`config.mk`:
```
export PLATFORM = sky130hd
export DESIGN_NAME = ss_mac_param
export DESIGN_NICKNAME = d
export VERILOG_FILES = /design/src/rtl/ss_mac_pkg.sv /design/src/rtl/ss_gen_param.sv /design/src/rtl/ss_mac_param.sv
export SDC_FILE = /design/constraint.sdc
export NUM_CORES = 1
export LEC_CHECK = 0
export BUFFER_PORTS_ARGS = -buffer_cell sky130_fd_sc_hd__buf_2
export CELL_PAD_IN_SITES_DETAIL_PLACEMENT = 2
export CELL_PAD_IN_SITES_GLOBAL_PLACEMENT = 2
export CORE_MARGIN = 3
export CORE_UTILIZATION = 27
export DETAILED_ROUTE_END_ITERATION = 8
export GPL_ROUTABILITY_DRIVEN = 0
export PLACE_DENSITY = 0.79
export RECOVER_POWER = 100
export SYNTH_ARGS = -nofsm -noshare
export SYNTH_HDL_FRONTEND = slang
export SYNTH_SLANG_ARGS = --single-unit
```
`constraint.sdc`:
```
create_clock -name clk -period 4 [get_ports clk]
set_input_delay 0.2 -clock clk [delete_from_list [all_inputs] [get_ports clk]]
set_output_delay 0.2 -clock clk [all_outputs]
set_load 0.05 [all_outputs]
```
`src/rtl/ss_mac_pkg.sv`:
```
// Shared types and width helpers for the stochastic-symbol MAC.
package ss_mac_pkg;

    typedef enum logic [1:0] {
        ST_IDLE = 2'd0,
        ST_ACC  = 2'd1,
        ST_DONE = 2'd2
    } state_t;

    function automatic int rn_width(input int in_w, input int ss_w);
        return in_w - ss_w;
    endfunction

    // A single channel still needs a 1-bit select port.
    function automatic int sel_width(input int n_ch);
        return (n_ch > 1) ? $clog2(n_ch) : 1;
    endfunction

endpackage

```
`src/rtl/ss_gen_param.sv`:
```
// Converts one binary sample into a stochastic symbol: upper bits plus a
// random round-up of the lower bits, clamped to the symbol range.
module ss_gen_param
    import ss_mac_pkg::*;
#(
    parameter int IN_W = 12,
    parameter int SS_W = 5
) (
    input  logic [IN_W-1:0]                    x,
    input  logic [rn_width(IN_W, SS_W)-1:0]    r,
    output logic [SS_W-1:0]                    s
);

    localparam int RN_W = rn_width(IN_W, SS_W);

    logic [SS_W:0] sum;

    assign sum = {1'b0, x[IN_W-1:RN_W]} + {{SS_W{1'b0}}, (x[RN_W-1:0] > r)};
    assign s   = sum[SS_W] ? {SS_W{1'b1}} : sum[SS_W-1:0];

endmodule

```
`src/rtl/ss_mac_param.sv`:
```
// Frame-based accumulator of stochastic symbols from one selected channel
// per beat, with saturation tracking and a valid/ready result handshake.
module ss_mac_param
    import ss_mac_pkg::*;
#(
    parameter int N_CH  = 8,
    parameter int IN_W  = 12,
    parameter int SS_W  = 5,
    parameter int ACC_W = 11,
    parameter int LEN_W = 8,
    localparam int RN_W  = rn_width(IN_W, SS_W),
    localparam int SEL_W = sel_width(N_CH)
) (
    input  logic                   clk,
    input  logic                   rst,
    input  logic                   start,
    input  logic [LEN_W-1:0]       frame_len,
    input  logic                   mode,
    input  logic [SEL_W-1:0]       sel,
    input  logic [N_CH*IN_W-1:0]   x_in,
    input  logic [N_CH*RN_W-1:0]   rand_in,
    input  logic                   in_valid,
    output logic                   in_ready,
    output logic                   out_valid,
    input  logic                   out_ready,
    output logic [ACC_W-1:0]       acc_out,
    output logic                   sat_flag,
    output logic                   busy
);

    localparam logic [SEL_W:0] LAST_CH = (SEL_W+1)'(N_CH - 1);

    state_t             state_reg, state_next;
    logic [ACC_W-1:0]   acc_reg, acc_next;
    logic               sat_reg, sat_next;
    logic [LEN_W-1:0]   count_reg, count_next;
    logic [LEN_W-1:0]   len_reg, len_next;
    logic               mode_reg, mode_next;
    logic [SEL_W-1:0]   ptr_reg, ptr_next;

    logic [SS_W-1:0]    sym [N_CH];
    logic [SEL_W-1:0]   idx;
    logic [SS_W-1:0]    sym_sel;
    logic [ACC_W:0]     sum;
    logic [LEN_W-1:0]   count_inc;

    genvar gi;
    generate
        for (gi = 0; gi < N_CH; gi++) begin : g_gen
            ss_gen_param #(
                .IN_W (IN_W),
                .SS_W (SS_W)
            ) u_gen (
                .x (x_in[gi*IN_W +: IN_W]),
                .r (rand_in[gi*RN_W +: RN_W]),
                .s (sym[gi])
            );
        end
    endgenerate

    // Out-of-range fixed selections clamp to the last channel.
    always_comb begin
        idx = sel;
        if (mode_reg) begin
            idx = ptr_reg;
        end else if ({1'b0, sel} > LAST_CH) begin
            idx = LAST_CH[SEL_W-1:0];
        end
    end

    assign sym_sel   = sym[idx];
    assign sum       = {1'b0, acc_reg} + (ACC_W+1)'(sym_sel);
    assign count_inc = count_reg + 1'b1;

    always_ff @(posedge clk or negedge rst) begin
        if (!rst) begin
            state_reg <= ST_IDLE;
            acc_reg   <= '0;
            sat_reg   <= 1'b0;
            count_reg <= '0;
            len_reg   <= '0;
            mode_reg  <= 1'b0;
            ptr_reg   <= '0;
        end else begin
            state_reg <= state_next;
            acc_reg   <= acc_next;
            sat_reg   <= sat_next;
            count_reg <= count_next;
            len_reg   <= len_next;
            mode_reg  <= mode_next;
            ptr_reg   <= ptr_next;
        end
    end

    always_comb begin
        state_next = state_reg;
        acc_next   = acc_reg;
        sat_next   = sat_reg;
        count_next = count_reg;
        len_next   = len_reg;
        mode_next  = mode_reg;
        ptr_next   = ptr_reg;
        case (state_reg)
            ST_IDLE: begin
                if (start) begin
                    len_next   = frame_len;
                    mode_next  = mode;
                    acc_next   = '0;
                    sat_next   = 1'b0;
                    count_next = '0;
                    ptr_next   = '0;
                    state_next = (frame_len == '0) ? ST_DONE : ST_ACC;
                end
            end
            ST_ACC: begin
                if (in_valid) begin
                    acc_next   = sum[ACC_W] ? {ACC_W{1'b1}} : sum[ACC_W-1:0];
                    sat_next   = sat_reg | sum[ACC_W];
                    count_next = count_inc;
                    ptr_next   = ({1'b0, ptr_reg} == LAST_CH) ? '0 : ptr_reg + 1'b1;
                    if (count_inc == len_reg) begin
                        state_next = ST_DONE;
                    end
                end
            end
            ST_DONE: begin
                if (out_ready) begin
                    state_next = ST_IDLE;
                end
            end
            default: state_next = ST_IDLE;
        endcase
    end

    assign in_ready  = (state_reg == ST_ACC);
    assign out_valid = (state_reg == ST_DONE);
    assign busy      = (state_reg != ST_IDLE);
    assign acc_out   = acc_reg;
    assign sat_flag  = sat_reg;

endmodule

```
# After elaboration in Yosys (flattened, before gate mapping)
# Index checks and enable logic that the tools add are counted.
# op_classes
n_mul,0
div_mod_pow,0
addsub,11
n_reduce_logical,7
mux,32
n_shift,0
bitwise,2
n_eq_ne,8
order_cmp,9
# op_table
cell,count
$gt A7 B7 Y1,8
$mux W5,10
$add A5 B1 Y6,8
$mux W11,3
$pmux W11 S2,1
$mux W8,2
$pmux W8 S2,1
$bmux W5 S3,1
$add A11 B5 Y12,1
$mux W3,4
$mux W2,5
$add A8 B1 Y8 const B,1
$eq A8 B8 Y1,1
$logic_not A8 Y1,1
$pmux W2 S3,1
$pmux W3 S2,1
$ge A4 B4 Y1 const B,1
$ne A2 B1 Y1 const B,2
$ne A2 B2 Y1 const B,2
$not A3 Y4,1
$reduce_and A4 Y1,1
$reduce_bool A2 Y1,2
$add A3 B1 Y3 const B,1
$eq A3 B3 Y1 const B,1
other kinds (8),9
# word_totals
out_inout_bits,15
ramBits,0
mem_count,0
register_bits,34
rom_bits,0
word_cells,76
latch_bits,0
input_bits,169

# Logic depth before layout (Yosys ltp)
# Gate-level depths: netlist of run 1.
# logic_depth
depth_word,10
ltp_mapped,20

# Cells and area by module
# From an unflattened synthesis of run 1, not the netlist that was laid out.
# unflattened
hier_cells,557
hier_area_um2,4698.3
# modules_own_cells
module,seq_area_each_um2,instances,cells_per_inst,area_per_inst_um2
ss_mac_param,850.8,1,237,2456.1
ss_gen_param,0.0,8,40,280.3

# Least setup slack after synthesis of run 1
# OpenSTA, ideal clock, no wires.
# synth_path
kind,in2reg
startpoint,input rand_in[1]
endpoint,"register acc_reg[8], in the netlist acc_out[8]"
arrival_time_ns,3.574
setup_ns,0.149
path_stages,20
slack_ns,0.277
cell_sequence,inv_1 ha_1 nor2b_1 o21a_1 o21a_1 o21bai_1 a21oi_1 ha_1 and4_1 and2_1 o32ai_1 mux2i_1 mux2_2 ha_1 fa_1 a21oi_1 o21bai_1 a21oi_1 or3_4 o211ai_1
# synth_between
elab_chain_cells,10
# synth_rtl
element,line_no,text
start: declaration,ss_mac_param.sv:21,"input logic [N_CH*RN_W-1:0] rand_in,"
$gt A7 B7 Y1,ss_gen_param.sv:18,"assign sum = {1'b0, x[IN_W-1:RN_W]} + {{SS_W{1'b0}}, (x[RN_W-1:0] > r)};"
$add A5 B1 Y6,ss_gen_param.sv:18,
$mux W5,ss_gen_param.sv:19,assign s = sum[SS_W] ? {SS_W{1'b1}} : sum[SS_W-1:0];
$bmux W5 S3,ss_mac_param.sv:71,assign sym_sel = sym[idx];
$mux W5 (implied by the code) (2 in a row),ss_mac_param.sv:71,
$add A11 B5 Y12,ss_mac_param.sv:72,"assign sum = {1'b0, acc_reg} + (ACC_W+1)'(sym_sel);"
$mux W11,ss_mac_param.sv:117,acc_next = sum[ACC_W] ? {ACC_W{1'b1}} : sum[ACC_W-1:0];
$mux W11,ss_mac_param.sv:116,if (in_valid) begin
$pmux W11 S2,ss_mac_param.sv:103,case (state_reg)
end signal: assignment,ss_mac_param.sv:86,acc_reg <= acc_next;
end: declaration,ss_mac_param.sv:34,"logic [ACC_W-1:0] acc_reg, acc_next;"
# No other way between the ends. The select of a mux whose other input is x is not followed.
# A chain may end at the register's enable or synchronous reset.

# Worst setup path after layout of run 1
# layout_path
startpoint,input x_in[1]
endpoint,"register acc_reg[10], in the netlist acc_out[10]"
# layout_between
elab_chain_cells,10
# layout_rtl
element,line_no,text
start: declaration,ss_mac_param.sv:20,"input logic [N_CH*IN_W-1:0] x_in,"
$gt A7 B7 Y1,ss_gen_param.sv:18,
$add A5 B1 Y6,ss_gen_param.sv:18,
$mux W5,ss_gen_param.sv:19,
$bmux W5 S3,ss_mac_param.sv:71,
$mux W5 (implied by the code) (2 in a row),ss_mac_param.sv:71,
$add A11 B5 Y12,ss_mac_param.sv:72,
$mux W11,ss_mac_param.sv:117,
$mux W11,ss_mac_param.sv:116,
$pmux W11 S2,ss_mac_param.sv:103,
# No other way between the ends. The select of a mux whose other input is x is not followed.

==> results of run 1 <==
==> metrics by stage <==
| stage | util | power [uW] | setup TNS (ps) | cells |
|---|---|---|---|---|
| 4_1_cts | 0.3625 | 2848 | 0 | 958 |
| 2_1_floorplan | - | 1825 | 0 | 552 |
| 3_3_place_gp | 0.3533 | 2296 | 0 | 950 |
| 6_report | 0.3627 | 2844 | 0 | 959 |
| 5_1_grt | 0.3626 | 3086 | -86.88 | 958 |
| 3_5_place_dp | 0.3533 | 2420 | -792.6 | 950 |
==> report_power, final <==
part	switching [uW]	total, uW	internal, uW
clock	148	395	247
sequential	178	642	464
combinational	1060	1810	745
==> cells by family after synthesis <==
kind of cell,Yosys count,synth area share
xor gates and xnor gates,18,0.03505
adders and majority gates,81,0.2270
DFF,34,0.1892
and+or+nand+nor,139,0.1594
AOI/OAI and AO/OA,194,0.2963
muxes,8,0.02281
buffers and inverters,78,0.07037
==> worst max-delay path: stages <==
cell and delay (ps):
sky130_fd_sc_hd__buf_2 100, sky130_fd_sc_hd__ha_1 310, sky130_fd_sc_hd__nor2b_1 150, sky130_fd_sc_hd__o21a_1 170
sky130_fd_sc_hd__o21a_1 160, sky130_fd_sc_hd__o21bai_1 150, sky130_fd_sc_hd__a21oi_2 90, sky130_fd_sc_hd__ha_2 190
sky130_fd_sc_hd__buf_4 140, sky130_fd_sc_hd__a21boi_0 160, sky130_fd_sc_hd__a41oi_1 130, sky130_fd_sc_hd__a21oi_1 200
sky130_fd_sc_hd__a21oi_1 110, sky130_fd_sc_hd__a21o_1 210, sky130_fd_sc_hd__ha_1 310, sky130_fd_sc_hd__inv_1 80
sky130_fd_sc_hd__o21bai_1 230, sky130_fd_sc_hd__a21oi_1 100, sky130_fd_sc_hd__buf_4 160, sky130_fd_sc_hd__or3_4 370
sky130_fd_sc_hd__o311ai_2 210
==> layout make-up <==
class	instances	area, sq um	area share
diodes	1	2.502	0.0004281
clock buffers	7	142.6	0.02440
clock inverters	1	5.005	0.0008562
inverters	67	251.5	0.04302
multi-input cells	440	3354	0.5738
flip-flops and latches	34	850.8	0.1455
well taps	216	270.3	0.04623
repair buffers	193	968.4	0.1657
==> Yosys cell counts (5+ instances only) <==
cell type                  count  area share
sky130_fd_sc_hd__inv_1        67       0.056
sky130_fd_sc_hd__xor2_1       10       0.019
sky130_fd_sc_hd__a21boi_0      8       0.013
sky130_fd_sc_hd__and3_1        9       0.013
sky130_fd_sc_hd__dfrtp_1      34        0.19
sky130_fd_sc_hd__a21oi_1      42       0.047
sky130_fd_sc_hd__a31o_2        7       0.014
sky130_fd_sc_hd__nand3_1      17       0.019
sky130_fd_sc_hd__o21a_1       15       0.025
sky130_fd_sc_hd__o21ai_0      24       0.027
sky130_fd_sc_hd__o211ai_1      6       0.010
sky130_fd_sc_hd__o22ai_1       5      0.0070
sky130_fd_sc_hd__o21bai_1      5      0.0083
sky130_fd_sc_hd__a311oi_1      8       0.016
sky130_fd_sc_hd__a21o_1       12       0.020
sky130_fd_sc_hd__nor2_1       22       0.018
sky130_fd_sc_hd__ha_1         80        0.22
sky130_fd_sc_hd__nand2_1      44       0.037
sky130_fd_sc_hd__a211oi_1     11       0.018
sky130_fd_sc_hd__xnor2_1       8       0.016
sky130_fd_sc_hd__a221o_1       5       0.011
sky130_fd_sc_hd__nand4_1      11       0.015
sky130_fd_sc_hd__a31oi_1      18       0.025
sky130_fd_sc_hd__nor2b_1      14       0.019
==> metal layers <==
metal,global-route usage,share of wire
met1,0.2279,0.42
met2,0.3744,0.52
met3,0.02385,0.048
met4,0.03080,0.0093
met5,0,0
==> repair_timing <==
action,in CTS,in global routing
hold endpoints to repair,0,0
gates resized for setup,0,7
setup endpoints to repair,0,11
==> how the worst min path moves through the flow <==
stage | start | end | slack (ps) | depth (start not counted)
floorplan | rst | acc_out[0]$_DFFE_PN0P_ | -100 | 0
global placement | rst | len_reg[4]$_DFFE_PN0P_ | 340 | 1
CTS | rst | len_reg[4]$_DFFE_PN0P_ | 50 | 1
finish | frame_len[0] | len_reg[0]$_DFFE_PN0P_ | 130 | 3
detailed placement | rst | len_reg[4]$_DFFE_PN0P_ | 340 | 1
global route | frame_len[4] | len_reg[4]$_DFFE_PN0P_ | 150 | 3
==> flow_metrics.py, run 1 <==
metrics = {
    "global_route": {
        "grt_pass1_vias": 5632,
        "grt.overflow.total": 0,
        "grt_start_max_net_pins": 35,
        "grt_pass1_wl_microns": 28650,
        "grt_antenna_before_repair": 0,
        "grt.total_usage": 0.1924,
    },
    "cts": {
        "cts.hold.buffers_added": 0,
        "clockBufferDepth": 2,
        "tritoncts_clock_tree": "built",
        "cts_buffers": 5,
        "clkSlewWorstSetupHoldPaths_ps": 60,
        "cts_root_buf": "sky130_fd_sc_hd__clkbuf_16",
        "clkLatencyLatePin_ps": 280,
        "postCtsSetupBuffers": 0,
        "numClockSinks": 34,
        "htree_levels": 2,
    },
    "die": {
        "core_box_area_sq_um": 16120,
        "floorplan.initialDensity": 0.2791,
        "die_x_extent_microns": 135.1,
        "die_footprint_sq_um": 18240,
        "floorplan.io_pins": 184,
        "die-height_microns": 135.1,
        "row_count": 46,
    },
    "power": {
        "cell_area_power_density_nw_per_um2": 486.5,
        "max-vdd-ir-drop_mv": 0.3752,
        "static-leakage-power_uw": 0.003018,
    },
    "synthesis": {
        "number_of_standard_cells_after_synthesis": 552,
        "synth_edf_count": 0,
        "ys_async_sr_fraction": 1.000,
        "seq_area_frac_synth": 0.1892,
        "ys_dominant_reg_cell": "sky130_fd_sc_hd__dfrtp_1",
        "post_synthesis_cell_area_sq_um": 4498,
        "syn-mean-instance-area_sq_um": 8.149,
        "postSynthRegisterBits": 34,
        "net_count_synth": 802,
        "synth_unique_cells": 60,
        "synthesis.yosys.warnings": 0,
    },
    "finish": {
        "layout.nets": 991,
        "filler_cell_count": 1928,
        "final_cell_mix": "sky130_fd_sc_hd__buf_2 (168), sky130_fd_sc_hd__ha_1 (79), sky130_fd_sc_hd__inv_1 (67)",
        "fraction_of_layout_cells_with_a_size_suffix_above_1": 0.2817,
        "stdcell_area_sq_um": 5846,
        "final_common_cell": "sky130_fd_sc_hd__buf_2",
        "flip_flop_count_of_the_largest_register_after_layout": 11,
        "area_growth_pct": 29.96,
    },
    "setup_path": {
        "regToRegSetupSlack_ps": 660,
        "crit_path_end_kind": "register",
        "last_element_of_the_critical_path": "acc_out[10]$_DFFE_PN0P_",
        "crit_fanout": 5,
        "crit_required_ps": 4180,
        "crit-reg2reg-capture": "acc_out[8]$_DFFE_PN0P_",
        "setup.worst_path.class": "in -> reg",
        "timing.critical_path.from": "x_in[1]",
        "critical_path.startpoint_type": "input port",
        "worst_r2r_startpoint": "mode_reg$_DFFE_PN0P_",
        "crit_arrival_ps": 3930,
        "timing.reg2reg.worst_path_depth": 13,
    },
    "sta": {
        "max_freq_ghz": 0.2666,
        "final_cycle_share": 0.9378,
        "min_period_ps": 3751,
        "hold-worst-slack_ps": 130.0,
        "slew_violations": 35,
        "finalHoldViolations": 0,
        "final_critical_path_setup_slack_ps": 248.8,
        "finClkSkew_ps": 6.960,
        "slew_headroom": -0.3441,
        "setup_violations": 0,
        "worst_pin_slew_ps": 2016,
        "grt_setup_unrepaired": "yes",
    },
    "drt": {
        "drc": 0,
        "vias": 5010,
        "drt_pre_antenna_iters": 6,
        "number_of_drc_violations_after_detailed_routing_iteration_0": 136,
        "avgViaCountPerCell": 5.224,
        "detail_route.wl_per_cell_microns": 18.46,
        "route.final.wire_length_microns": 17700,
        "detail-route-antenna-nets": 0,
    },
    "outcome": {
        "outcome": "finished, violations left",
        "violated_checks": "capacitance limit, slew limit",
    },
    "placed_design": {
        "numPortBuffers": 183,
        "post-dp-hpwl_microns": 15080,
        "placedInstanceArea_sq_um": 5694,
        "setup_ws_pre_cts_ps": -200.7,
    },
    "min_path": {
        "holdCritPathClass": "in -> reg",
    },
    "flow_run": {
        "max_cap_violation_count": 1,
    },
}
No activity file was read; power rests on OpenSTA's default activity.
==> inputs of run 2 (changes only) <==
Settings changed: CORE_UTILIZATION 27 to 24, PLACE_DENSITY 0.79 to 0.71.
==> run 2 against run 1 <==
  * The run still ends with capacitance limit, slew limit left
  * Largest cell class unchanged
  * Setup slack gained 24 ps
  * Combinational power shrank 2%
  * Power fell by 1.5%
  * Clock skew shrank 1.7 ps
==> flow_metrics.py, run 2 (synthesis gave the netlist of run 1 again) <==
metrics = {
    "outcome": {
        "outcome": "finished, violations left",
        "violated_checks": "capacitance limit, slew limit",
    },
    "sta": {
        "finalHoldViolations": 0,
        "worst_pin_slew_ps": 1900,
        "max_freq_ghz": 0.2683,
        "finClkSkew_ps": 5.293,
        "slew_violations": 35,
        "setup_violations": 0,
        "min_period_ps": 3727,
        "final_cycle_share": 0.9319,
        "final_critical_path_setup_slack_ps": 272.6,
        "hold-worst-slack_ps": 113.7,
        "slew_headroom": -0.2670,
    },
    "cts": {
        "htree_levels": 2,
        "cts_resized": 0,
        "clkLatencyLatePin_ps": 280,
        "cts.hold.buffers_added": 0,
        "clkSlewWorstSetupHoldPaths_ps": 60,
        "tritoncts_clock_tree": "built",
        "postCtsSetupBuffers": 0,
        "clockBufferDepth": 2,
        "numClockSinks": 34,
        "cts_root_buf": "sky130_fd_sc_hd__clkbuf_16",
        "cts_buffers": 5,
    },
    "finish": {
        "filler_cell_count": 2170,
        "final_cell_mix": "sky130_fd_sc_hd__buf_2 (167), sky130_fd_sc_hd__ha_1 (80), sky130_fd_sc_hd__inv_1 (67)",
        "area_growth_pct": 30.04,
        "layout.cells.non_filler": 972,
        "fin_util": 0.3212,
        "multiInputGateArea_sq_um": 3343,
        "fraction_of_layout_cells_with_a_size_suffix_above_1": 0.2763,
        "layout.nets": 991,
        "final_common_cell": "sky130_fd_sc_hd__buf_2",
        "flip_flop_count_of_the_largest_register_after_layout": 11,
        "ff_latch_area_sq_um": 850.8,
    },
    "global_route": {
        "grt_antenna_before_repair": 1,
        "grt.overflow.total": 0,
        "grt.total_usage": 0.1624,
        "grt_pass1_vias": 5460,
        "grt_start_max_net_pins": 35,
        "grt_pass1_wl_microns": 27170,
    },
    "die": {
        "row_count": 49,
        "floorplan.initialDensity": 0.2470,
        "die_footprint_sq_um": 20420,
        "floorplan.io_pins": 184,
        "core_box_area_sq_um": 18210,
        "die-height_microns": 142.9,
        "die_x_extent_microns": 142.9,
    },
    "placed_design": {
        "post-dp-hpwl_microns": 14620,
        "placed_cells_incl_taps": 963,
        "numPortBuffers": 183,
        "setup_ws_pre_cts_ps": -56.17,
    },
    "setup_path": {
        "crit_slowest_cell": "sky130_fd_sc_hd__ha_1",
        "worst_path_largest_cell_delay_ps": 290,
        "crit_required_ps": 4150,
        "crit_path_end_kind": "register",
        "setup.worst_path.class": "in -> reg",
        "crit_arrival_ps": 3880,
        "critical_path.startpoint_type": "input port",
        "regToRegSetupSlack_ps": 710,
        "crit_top_cell": "sky130_fd_sc_hd__ha_1",
        "cells_along_the_critical_path": "buf_2 -> ha_1 -> nor2b_1 -> o21a_1 -> o21a_1 -> o21bai_1 -> a21oi_1 -> ha_1 -> and4_1 -> and2_1 -> o32ai_2 -> mux2i_1 -> mux2_2 -> ha_1 -> a21o_1 -> a21oi_1 -> o21ai_0 -> and3_1 -> a221o_1",
        "crit_fanout": 6,
    },
    "drt": {
        "avgViaCountPerCell": 5.145,
        "route.final.wire_length_microns": 17220,
        "vias": 5001,
        "detail-route-antenna-nets": 0,
        "number_of_drc_violations_after_detailed_routing_iteration_0": 169,
        "detail_route.wl_per_cell_microns": 17.72,
        "drc": 0,
        "drt_pre_antenna_iters": 5,
    },
    "min_path": {
        "holdCritPathClass": "in -> reg",
    },
    "flow_run": {
        "max_cap_violation_count": 1,
    },
    "power": {
        "swShare": 0.4820,
        "comb_power_share": 0.633,
        "max-vdd-ir-drop_mv": 0.2926,
        "cell_area_power_density_nw_per_um2": 478.8,
        "clkPwrFrac": 0.140,
        "portion_of_total_power_attributed_to_sequential_cells": 0.226,
        "internal-power_uw": 1451,
        "p_sw_uw": 1350,
        "static-leakage-power_uw": 0.003019,
    },
}
## run 2: power by group through the flow
stage | clock, uW | sequential [uW] | combinational [uW]
after global routing | 416 | 658 | 1980
after floorplan | 0 | 691 | 1130
final | 393 | 634 | 1770
after global placement | 0 | 630 | 1680
after CTS | 399 | 638 | 1780
after detailed placement | 0 | 640 | 1770
## run 2: per-layer routing
| metal | part of all wire | global-route usage | wire length [microns] |
|---|---|---|---|
| met2 | 0.51 | 0.3022 | 8795 |
| met3 | 0.045 | 0.02110 | 776 |
| met5 | 0 | 0 | 0 |
| met1 | 0.44 | 0.2037 | 7539 |
| met4 | 0.0066 | 0.02351 | 113 |
## run 2: metrics by stage
stage | total power (uW) | TNS [ps] | instance area, sq um
6_report | 2800 | 0 | 5849
5_1_grt | 3052 | -126.5 | 5849
4_1_cts | 2814 | 0 | 5858
3_5_place_dp | 2408 | -139.8 | 5710
3_3_place_gp | 2314 | 0 | 5710
2_1_floorplan | 1825 | 0 | 4498
## run 2: area by class of cell
cell class,count,share of cell area
Antenna cell,1,0.0004278
Clock buffer,7,0.02439
Clock inverter,1,0.0008556
Inverter,67,0.04299
Multi-Input combinational cell,440,0.5716
Sequential cell,34,0.1455
Tap cell,229,0.04898
Timing Repair Buffer,193,0.1653
## run 2: worst paths after layout
path                       cells past startpoint              startpoint                        to
max reg2reg                                   11    mode_reg$_DFFE_PN0P_    acc_out[4]$_DFFE_PN0P_
min in group asynchronous                      1                     rst    len_reg[2]$_DFFE_PN0P_
max in group asynchronous                      1                     rst  count_reg[4]$_DFFE_PN0P_
min                                            3                    mode      mode_reg$_DFFE_PN0P_
min reg2reg                                    2  len_reg[0]$_DFFE_PN0P_    len_reg[0]$_DFFE_PN0P_
max                                           19                 x_in[1]    acc_out[4]$_DFFE_PN0P_
## run 2: worst max-delay path, delay by kind of cell
kind,cells,cell delay [ps]
AOI/OAI and AO/OA,9,1650
adders and majority gates,3,710
buffers and inverters,1,100
muxes,2,400
and+or+nand+nor,4,810
